--- src/rtl/riscv_pkg.sv ---
// Shared RISC-V constants for the memory stage and its lane aligner.
package riscv_pkg;

    localparam logic [2:0] F3_B  = 3'b000;
    localparam logic [2:0] F3_H  = 3'b001;
    localparam logic [2:0] F3_W  = 3'b010;
    localparam logic [2:0] F3_BU = 3'b100;
    localparam logic [2:0] F3_HU = 3'b101;

    localparam logic [6:0] OPC_LOAD  = 7'b0000011;
    localparam logic [6:0] OPC_STORE = 7'b0100011;

    typedef enum logic [1:0] {
        IDLE,
        REQ,
        WAIT
    } mem_state_t;

endpackage

--- src/rtl/lsu_align.sv ---
// Byte-lane steering for stores and alignment/extension for loads.
module lsu_align
    import riscv_pkg::*;
(
    input  logic [2:0]  funct3,
    input  logic [1:0]  a,
    input  logic [31:0] data,
    input  logic [31:0] rdata,
    output logic [3:0]  be,
    output logic [31:0] wdata,
    output logic [31:0] load_val,
    output logic        misaligned
);

    logic [7:0]  w_byte;
    logic [15:0] w_half;

    assign w_byte = rdata[{a, 3'b000} +: 8];
    assign w_half = a[1] ? rdata[31:16] : rdata[15:0];

    // Any funct3 outside the byte/half encodings falls through to the word case.
    always_comb begin
        be         = 4'b1111;
        wdata      = data;
        load_val   = rdata;
        misaligned = (a != 2'b00);
        case (funct3)
            F3_B, F3_BU: begin
                be         = 4'b0001 << a;
                wdata      = {4{data[7:0]}};
                load_val   = (funct3 == F3_BU) ? {24'h0, w_byte} : {{24{w_byte[7]}}, w_byte};
                misaligned = 1'b0;
            end
            F3_H, F3_HU: begin
                be         = 4'b0011 << {a[1], 1'b0};
                wdata      = {2{data[15:0]}};
                load_val   = (funct3 == F3_HU) ? {16'h0, w_half} : {{16{w_half[15]}}, w_half};
                misaligned = a[0];
            end
            default: ;
        endcase
    end

endmodule

--- src/rtl/mem_stage.sv ---
// Memory pipeline stage: issues loads/stores on a req/gnt/rvalid bus and
// registers the writeback/forwarding value.
module mem_stage
    import riscv_pkg::*;
#(
    parameter int unsigned TIMEOUT_CYCLES = 64
) (
    input  logic        clk,
    input  logic        rst_n,
    input  logic        ex_valid,
    input  logic [6:0]  opcode,
    input  logic [2:0]  funct3,
    input  logic [4:0]  rd_ex,
    input  logic [31:0] result,
    input  logic [31:0] data,
    output logic        mem_stall,
    output logic        dmem_req,
    output logic        dmem_we,
    output logic [31:0] dmem_addr,
    output logic [31:0] dmem_wdata,
    output logic [3:0]  dmem_be,
    input  logic        dmem_gnt,
    input  logic        dmem_rvalid,
    input  logic [31:0] dmem_rdata,
    output logic        wb_valid,
    output logic        wb_we,
    output logic [4:0]  wb_rd,
    output logic [31:0] rdMem,
    output logic        misalign,
    output logic        bus_err
);

    localparam int unsigned   CW       = (TIMEOUT_CYCLES > 2) ? $clog2(TIMEOUT_CYCLES) : 1;
    localparam logic [CW-1:0] CNT_LAST = CW'(TIMEOUT_CYCLES - 1);

    mem_state_t    r_state, w_next;
    logic [CW-1:0] r_cnt;
    logic          r_we, r_wb_valid, r_wb_we, r_misalign, r_bus_err;
    logic [2:0]    r_f3;
    logic [1:0]    r_a;
    logic [4:0]    r_wb_rd;
    logic [31:0]   r_addr, r_wdata, r_rdmem;
    logic [3:0]    r_be;

    logic          w_is_load, w_is_store, w_is_mem, w_accept, w_complete, w_timeout;
    logic [2:0]    w_f3;
    logic [1:0]    w_a;
    logic [3:0]    w_be;
    logic [31:0]   w_wdata, w_load_val;
    logic          w_misaligned;

    assign w_is_load  = (opcode == OPC_LOAD);
    assign w_is_store = (opcode == OPC_STORE);
    assign w_is_mem   = w_is_load | w_is_store;
    assign w_accept   = (r_state == IDLE) && ex_valid;

    // Aligner is shared: incoming op while IDLE, latched op during the bus transfer.
    // Stores have no unsigned widths, so BU/HU on a store are forced to word.
    assign w_f3 = (r_state != IDLE) ? r_f3 :
                  (w_is_store && funct3[2]) ? F3_W : funct3;
    assign w_a  = (r_state != IDLE) ? r_a : result[1:0];

    lsu_align u_align (
        .funct3     (w_f3),
        .a          (w_a),
        .data       (data),
        .rdata      (dmem_rdata),
        .be         (w_be),
        .wdata      (w_wdata),
        .load_val   (w_load_val),
        .misaligned (w_misaligned)
    );

    assign w_complete = ((r_state == REQ) && dmem_gnt && dmem_rvalid) ||
                        ((r_state == WAIT) && dmem_rvalid);
    assign w_timeout  = (r_state != IDLE) && !w_complete && (r_cnt == CNT_LAST);

    always_ff @(posedge clk or negedge rst_n) begin
        if (!rst_n) r_state <= IDLE;
        else        r_state <= w_next;
    end

    always_comb begin
        w_next = r_state;
        case (r_state)
            IDLE: if (w_accept && w_is_mem && !w_misaligned) w_next = REQ;
            REQ: begin
                if (w_complete || w_timeout) w_next = IDLE;
                else if (dmem_gnt)           w_next = WAIT;
            end
            WAIT: if (w_complete || w_timeout) w_next = IDLE;
            default: w_next = IDLE;
        endcase
    end

    always_ff @(posedge clk or negedge rst_n) begin
        if (!rst_n) begin
            r_cnt      <= '0;
            r_we       <= 1'b0;
            r_f3       <= '0;
            r_a        <= '0;
            r_addr     <= '0;
            r_wdata    <= '0;
            r_be       <= '0;
            r_wb_valid <= 1'b0;
            r_wb_we    <= 1'b0;
            r_wb_rd    <= '0;
            r_rdmem    <= '0;
            r_misalign <= 1'b0;
            r_bus_err  <= 1'b0;
        end else begin
            r_wb_valid <= 1'b0;
            r_wb_we    <= 1'b0;
            r_misalign <= 1'b0;
            r_bus_err  <= 1'b0;
            if (w_accept) begin
                r_wb_rd <= rd_ex;
                if (!w_is_mem) begin
                    r_wb_valid <= 1'b1;
                    r_wb_we    <= (rd_ex != 5'd0);
                    r_rdmem    <= result;
                end else if (w_misaligned) begin
                    r_wb_valid <= 1'b1;
                    r_misalign <= 1'b1;
                end else begin
                    r_we    <= w_is_store;
                    r_f3    <= w_f3;
                    r_a     <= result[1:0];
                    r_addr  <= {result[31:2], 2'b00};
                    r_wdata <= w_wdata;
                    r_be    <= w_be;
                    r_cnt   <= '0;
                end
            end else if (r_state != IDLE) begin
                if (w_complete) begin
                    r_wb_valid <= 1'b1;
                    if (!r_we) begin
                        r_wb_we <= (r_wb_rd != 5'd0);
                        r_rdmem <= w_load_val;
                    end
                end else if (w_timeout) begin
                    r_wb_valid <= 1'b1;
                    r_bus_err  <= 1'b1;
                end else begin
                    r_cnt <= r_cnt + 1'b1;
                end
            end
        end
    end

    assign mem_stall  = (r_state != IDLE);
    assign dmem_req   = (r_state == REQ);
    assign dmem_we    = r_we;
    assign dmem_addr  = r_addr;
    assign dmem_wdata = r_wdata;
    assign dmem_be    = r_be;
    assign wb_valid   = r_wb_valid;
    assign wb_we      = r_wb_we;
    assign wb_rd      = r_wb_rd;
    assign rdMem      = r_rdmem;
    assign misalign   = r_misalign;
    assign bus_err    = r_bus_err;

endmodule
--- config.mk ---
export PLATFORM = sky130hd
export DESIGN_NAME = mem_stage
export DESIGN_NICKNAME = d
export VERILOG_FILES = /design/src/rtl/riscv_pkg.sv /design/src/rtl/lsu_align.sv /design/src/rtl/mem_stage.sv
export SDC_FILE = /design/constraint.sdc
export NUM_CORES = 1
export LEC_CHECK = 0
export CORE_ASPECT_RATIO = 1.2
export CORE_UTILIZATION = 45
export DETAILED_ROUTE_END_ITERATION = 10
export DONT_BUFFER_PORTS = 1
export HOLD_SLACK_MARGIN = 0.02
export SYNTH_ARGS = -nofsm -noshare
export SYNTH_HDL_FRONTEND = slang
export SYNTH_SLANG_ARGS = --single-unit
--- constraint.sdc ---
create_clock -name clk -period 2.2 [get_ports clk]
set_input_delay 0.33 -clock clk [delete_from_list [all_inputs] [get_ports clk]]
set_output_delay 0.33 -clock clk [all_outputs]
set_load 0.01 [all_outputs]
==> impl_metrics.py, run 1 <==
metrics = {
    "synthesis": {
        "ys_ff_latch": 121,
        "yosysMostFrequentCell": "nand2_1",
        "synth_area_leader_cell": "dfrtp_1",
        "yosys.area.top_type_share_pct": 50.62,
        "synthArstFlopShare_pct": 100.0,
        "ys_seq_area_share_pct": 50.62,
        "syn_area_per_cell_sq_um": 8.849,
        "syn-instance-count": 676,
        "synth_edf_count": 0,
        "synth_common_cells": "192 x nand2_1, 121 x dfrtp_1, 64 x o21ai_0",
        "ys_types": 52,
        "synth_ff_type": "dfrtp_1",
        "synth.area.top_cells": "dfrtp_1 51%, nand2_1 12%, o21ai_0 5.4%, a21oi_1 4.1%, or3_1 4.0%",
        "ys_warn_count": 0,
        "synthesis.area_sq_um": 5982,
    },
    "detailed_routing": {
        "vias": 5377,
        "wirelength_mm": 18.97,
        "drc_errors": 0,
        "dr.pass1.iters": 5,
        "drtAntennaViolNets": 0,
        "vias_per_cell": 5.994,
        "first_iter_violations": 414,
        "avgRoutedWirePerCell_um": 21.15,
    },
    "finish": {
        "final_cells": 897,
        "final_util_pct": 57.37,
        "drive_gt1_share_pct": 13.64,
        "fin_nets": 837,
        "area_delta_synth_final_pct": 22.57,
        "antenna_cells": 0,
    },
    "sta": {
        "fin_crit_ns": 2.188,
        "maxSlewHeadroom_pct": 56.16,
        "slew_viol_final": 0,
        "grt_setup_unrepaired": "yes",
        "min_period_over_period_pct": 99.44,
        "holdWs_ns": -0.3959,
        "skew_ns": 0.007191,
        "setup_violations": 0,
        "final_hold_viol_count": 121,
        "max_freq_ghz": 0.4571,
        "max_slew.worst_pin.slew_ns": 0.6560,
    },
    "worst_setup_path": {
        "cp_max_fo": 16,
        "cp.required_ns": 2.49,
        "critPathArrivalTime_ns": 2.48,
        "cp_slowest_cell": "mux4_2",
        "slowest_delay_ns": 0.57,
        "critPathKind": "flip-flop to flip-flop",
        "path_cells": "nor2_8 > buf_12 > mux2i_4 > mux4_2 > o2bb2ai_2 > a21oi_4 > buf_12 > a21oi_1",
        "worst-r2r-cell-count": 8,
        "critPathCaptureType": "flip-flop",
        "start_kind": "flip-flop",
        "crit_top_cell": "buf_12",
    },
    "die": {
        "die_h_um": 128.3,
        "die_w_um": 107.3,
        "num_rows": 45,
        "ioPinCount": 228,
        "dieArea_sq_um": 13760,
        "start_util_pct": 46.80,
        "core-area_sq_um": 12780,
    },
    "placement": {
        "dp_cells": 834,
        "place_congestion": 0.8769,
        "hpwl_mm": 13.22,
        "io_buffers": 0,
    },
    "power_and_ir_drop": {
        "power_density_nw_per_um2": 802.8,
        "power.total_mw": 5.886,
        "peakVddDrop_mv": 0.3763,
        "cellLeakagePower_nw": 3.256,
    },
    "global_routing": {
        "overflow": 0,
        "grt_util_all_layers_pct": 28.35,
        "grt_pass1_vias": 5518,
        "grt_pass1_wl_mm": 29.41,
        "grt_max_degree": 122,
        "antenna_found_initial": 1,
    },
    "run": {
        "max_cap_viol_count": 0,
    },
    "clock_tree": {
        "clk_pin_slew_ns": 0.06,
        "cts_tree": "yes",
        "h-tree-depth": 4,
        "cts_made_buffers": 17,
        "root_buffer": "clkbuf_16",
        "cts.sinks": 121,
        "clock_path_buffers": 2,
        "insertion_delay_ns": 0.42,
    },
    "status": {
        "violations": "negative hold slack",
        "status": "finished with violations",
    },
    "min_path": {
        "min_path_type": "input port to asynchronous set/reset pin",
    },
}
-- repair_timing --
action / in CTS / in global routing
pin swaps: 0 / 1
buffers inserted: 0 / 1
resized for setup: 2 / 9
hold buffers: 29 / 1
setup endpoints to repair: 16 / 39
hold endpoints to repair: 150 / 122
-- per-stage QoR --
step | setup slack (ns) | setup TNS [ns] | hold WS [ns] | cell area (sq um)
final | 0.01234 | 0 | -0.3959 | 7332
after global routing | -0.04448 | -0.7579 | -0.4189 | 7332
after CTS | -0.002116 | -0.002116 | -0.4059 | 7274
after detailed placement | -0.1040 | -0.7931 | 0.03677 | 6405
after global placement | -0.01488 | -0.08189 | 0.03734 | 6405
after floorplan | -0.03845 | -0.6691 | 0.03441 | 5986
-- logic make-up (layout without fill, tap and decap cells) --
kind of cell | after synthesis | count (layout) | share of synthesized area (%)
flops | 121 | 121 | 50.62
buf+inv | 49 | 105 | 3.807
other cells | 1 | 2 | 0.06269
mux | 19 | 19 | 3.744
simple gates | 294 | 294 | 22.23
fa+ha+maj | 1 | 1 | 0.2091
compound gates | 190 | 190 | 19.18
xor+xnor | 1 | 1 | 0.1464
-- cell usage in the layout (no fill, tap or decap), types with 3 or more instances in the layout --
master,instances
mux2_2,7
nor2b_1,13
a221oi_1,7
dfrtp_1,119
o22ai_1,4
and2_1,9
or3_1,38
inv_1,4
a21oi_1,49
nor2_1,22
nand2_1,191
clkbuf_16,17
o21ai_1,8
clkinvlp_4,6
a211oi_1,8
a2bb2oi_1,4
a31oi_1,11
buf_12,8
a2bb2oi_2,3
dlygate4sd3_1,30
nand3_1,4
mux2i_1,10
o21ai_0,64
buf_4,30
a22oi_1,15
-- flip-flops by register name (all words and copies together), names as in the netlist --
name / cells
dmem_wdata: 32
dmem_we: 1
r_f3: 3
wb_we: 1
wb_rd: 5
rdMem: 32
bus_err: 1
r_state: 2
misalign: 1
dmem_be: 4
r_cnt: 6
wb_valid: 1
r_a: 2
dmem_addr: 30
-- area by class of cell --
cell class	count	area [sq um]
repair buffers	69	696.9
clock buffers	19	452.9
multi-input cells	507	2811
well taps	164	205.2
flip-flops and latches	121	3030
fillers	1135	5449
inverters	4	15.01
clock inverters	13	120.1
-- worst max-delay path: cells and delay by family, from the launching register on --
| kind | cells | cell delay [ns] |
|---|---|---|
| flip-flops | 1 | 0.45 |
| multiplexers | 2 | 0.80 |
| AO/OA/AOI/OAI | 3 | 0.39 |
| buffers and inverters | 2 | 0.28 |
| AND/OR/NAND/NOR | 1 | 0.15 |
-- metal layers --
metal	track usage [%]	share of wire [%]	vias to the layer above
met3	11.59	11	43
li1	-	-	2450
met5	0	0	-
met2	47.06	50	263
met1	32.23	36	2621
met4	12.09	3.0	0
-- power by group --
part	switching [mW]	leakage, nW	internal [mW]
Combinational	0.291	1.47	0.266
Sequential	0.244	1.52	2.42
Clock	1.05	0.264	1.62
Total	1.59	3.26	4.30
-- worst paths after layout --
kind / slack, ns / from / endpoint
setup reg to reg: 0.01 / r_state[1] / rdMem[18]
hold reg to reg: 0.48 / r_f3[2] / r_f3[2]
setup / recovery: 0.01 / r_state[1] / rdMem[18]
max in group asynchronous: 2.45 / rst_n / rdMem[21]
hold / removal: -0.40 / rst_n / dmem_wdata[29]
min in group clk: 0.03 / result[15] / dmem_addr[15]
No activity file was read; power rests on OpenSTA's default activity.
==> run 2, diff against run 1 <==
--- a/config.mk
+++ b/config.mk
@@ -10,6 +10,7 @@
 export DETAILED_ROUTE_END_ITERATION = 10
 export DONT_BUFFER_PORTS = 1
 export HOLD_SLACK_MARGIN = 0.02
+export SLEW_MARGIN = 20
 export SYNTH_ARGS = -nofsm -noshare
 export SYNTH_HDL_FRONTEND = slang
 export SYNTH_SLANG_ARGS = --single-unit
==> constraint.sdc (replaced) <==
create_clock -name clk -period 2.1 [get_ports clk]
set_input_delay 0 -clock clk [delete_from_list [all_inputs] [get_ports clk]]
set_output_delay 0 -clock clk [all_outputs]
set_load 0.01 [all_outputs]
==> run 2 against run 1 <==
The run ends with negative hold slack, negative setup slack left. Wire length up 9.6%. Final cell count up 10%. Die area unchanged. Sequential cell count unchanged. Global-route usage up 1.4 points. Worst hold slack worse by 0.33 ns. Via count up 9.0%. Combinational power up 39%. First-iteration DRC count up 5.6%. Fmax up 0.94%. Critical path type unchanged. Critical endpoint unchanged. Largest power group unchanged.
==> impl_metrics.py, run 2 (synthesis results as in run 1) <==
metrics = {
    "die": {
        "die_w_um": 107.3,
        "ioPinCount": 228,
        "core-area_sq_um": 12780,
        "dieArea_sq_um": 13760,
        "num_rows": 45,
        "start_util_pct": 46.80,
        "die_h_um": 128.3,
    },
    "clock_tree": {
        "insertion_delay_ns": 0.41,
        "cts.sinks": 121,
        "cts_made_buffers": 17,
        "cts_tree": "yes",
        "h-tree-depth": 4,
        "clock_path_buffers": 2,
        "root_buffer": "clkbuf_16",
        "clk_pin_slew_ns": 0.06,
    },
    "detailed_routing": {
        "drc_errors": 0,
        "drtAntennaViolNets": 0,
        "wirelength_mm": 20.79,
        "vias_per_cell": 5.928,
        "dr.pass1.iters": 7,
        "vias": 5863,
        "first_iter_violations": 437,
        "avgRoutedWirePerCell_um": 21.02,
    },
    "sta": {
        "setup_slack_ns": -0.06738,
        "min_period_over_period_pct": 103.2,
        "slew_viol_final": 0,
        "setup_violations": 22,
        "skew_ns": 0.009596,
        "grt_setup_unrepaired": "yes",
        "max_slew.worst_pin.slew_ns": 0.6542,
        "final_hold_viol_count": 121,
        "max_freq_ghz": 0.4614,
        "maxSlewHeadroom_pct": 56.28,
        "fin_crit_ns": 2.167,
        "holdWs_ns": -0.7211,
    },
    "finish": {
        "final_cells": 989,
        "area_delta_synth_final_pct": 40.26,
        "stdcell_area_sq_um": 8391,
        "fin_nets": 928,
        "drive_gt1_share_pct": 14.93,
        "layout_common_cells": "191 x nand2_1, 120 x dfrtp_1, 108 x dlygate4sd3_1, 62 x o21ai_0, 48 x a21oi_1",
        "final_common_cell": "nand2_1",
    },
    "min_path": {
        "min_path_type": "input port to asynchronous set/reset pin",
    },
    "worst_setup_path": {
        "rrSetupSlack_ns": -0.07,
        "critPathArrivalTime_ns": 2.45,
        "cp_max_fo": 16,
        "critPathKind": "flip-flop to flip-flop",
        "start_kind": "flip-flop",
        "critPathCaptureType": "flip-flop",
        "cp.required_ns": 2.39,
    },
    "power_and_ir_drop": {
        "power.total_mw": 6.656,
        "seq_power_share_pct": 42.0,
        "power.switching_mw": 1.721,
        "peakVddDrop_mv": 0.5204,
        "sw_frac_of_total_pct": 25.86,
        "p_comb_share_pct": 11.6,
        "cellLeakagePower_nw": 3.726,
        "power_density_nw_per_um2": 793.2,
        "p_int_mw": 4.935,
        "clockPowerShare_pct": 46.4,
    },
    "global_routing": {
        "grt_pass1_wl_mm": 31.10,
        "grt_util_all_layers_pct": 29.72,
        "grt_pass1_vias": 5967,
        "grt_max_degree": 122,
        "overflow": 0,
        "antenna_found_initial": 1,
    },
    "placement": {
        "hpwl_mm": 13.20,
        "io_buffers": 0,
        "dpl_cell_area_sq_um": 6420,
        "dp_cells": 841,
        "place_congestion": 0.8639,
    },
    "status": {
        "status": "finished with violations",
        "violations": "negative hold slack, negative setup slack",
    },
    "run": {
        "max_cap_viol_count": 0,
    },
}
-- run 2: worst max-delay path, cell delays in order, from the launching register on --
cell and delay (ns):
dfrtp_1 0.40, buf_6 0.15, nor2_8 0.13, mux2i_4 0.26
mux4_2 0.56, o2bb2ai_2 0.16, a21oi_4 0.15, buf_12 0.16
a21oi_1 0.08
-- run 2: cell type report --
class | count | area, sq um
clock inverters | 11 | 170.2
clock buffers | 21 | 450.4
flip-flops and latches | 121 | 3029
repair buffers | 159 | 1584
diodes | 1 | 2.502
well taps | 164 | 205.2
fillers | 1018 | 4390
multi-input cells | 508 | 2934
inverters | 4 | 15.01
-- run 2: timing repair --
item | CTS | global route
endpoints found under the setup margin | 79 | 105
cloned | 1 | 2
buffers inserted | 1 | 3
resized for setup | 10 | 24
pin swaps | 1 | 3
hold buffers | 105 | 3
hold endpoints to repair | 230 | 124
-- run 2: per-stage QoR --
| step | setup slack [ns] | util, % | TNS [ns] |
|---|---|---|---|
| CTS | -0.07283 | 64.04 | -1.359 |
| global route | -0.1327 | 65.65 | -4.686 |
| detailed placement | -0.2509 | 50.23 | -8.280 |
| global placement | -0.2158 | 50.23 | -6.124 |
| finish | -0.06738 | 65.65 | -0.9748 |
| floorplan | -0.1384 | - | -2.587 |
-- run 2: worst paths after layout --
check / endpoint / startpoint / depth (start not counted)
max: rdMem[18] / r_state[0] / 8
min: dmem_wdata[12] / rst_n / 0
max reg2reg: rdMem[18] / r_state[0] / 8
min reg2reg: r_f3[2] / r_f3[2] / 2
max in group asynchronous: dmem_addr[31] / rst_n / 0
min in group clk: bus_err / dmem_gnt / 3
-- run 2: metal layers --
layer | global-route usage (%) | part of all wire (%)
met5 | 0 | 0
met4 | 13.62 | 3.2
met3 | 7.575 | 8.1
met2 | 51.35 | 51
met1 | 34.63 | 38
-- run 2: power by group through the flow --
| stage | Combinational [mW] | Clock (mW) | Sequential, mW |
|---|---|---|---|
| finish | 0.774 | 3.09 | 2.79 |
| global route | 0.842 | 3.23 | 2.81 |
| CTS | 0.724 | 3.12 | 2.79 |
| detailed placement | 0.518 | 0 | 2.83 |
| global placement | 0.499 | 0 | 2.82 |
| floorplan | 0.383 | 0 | 2.77 |
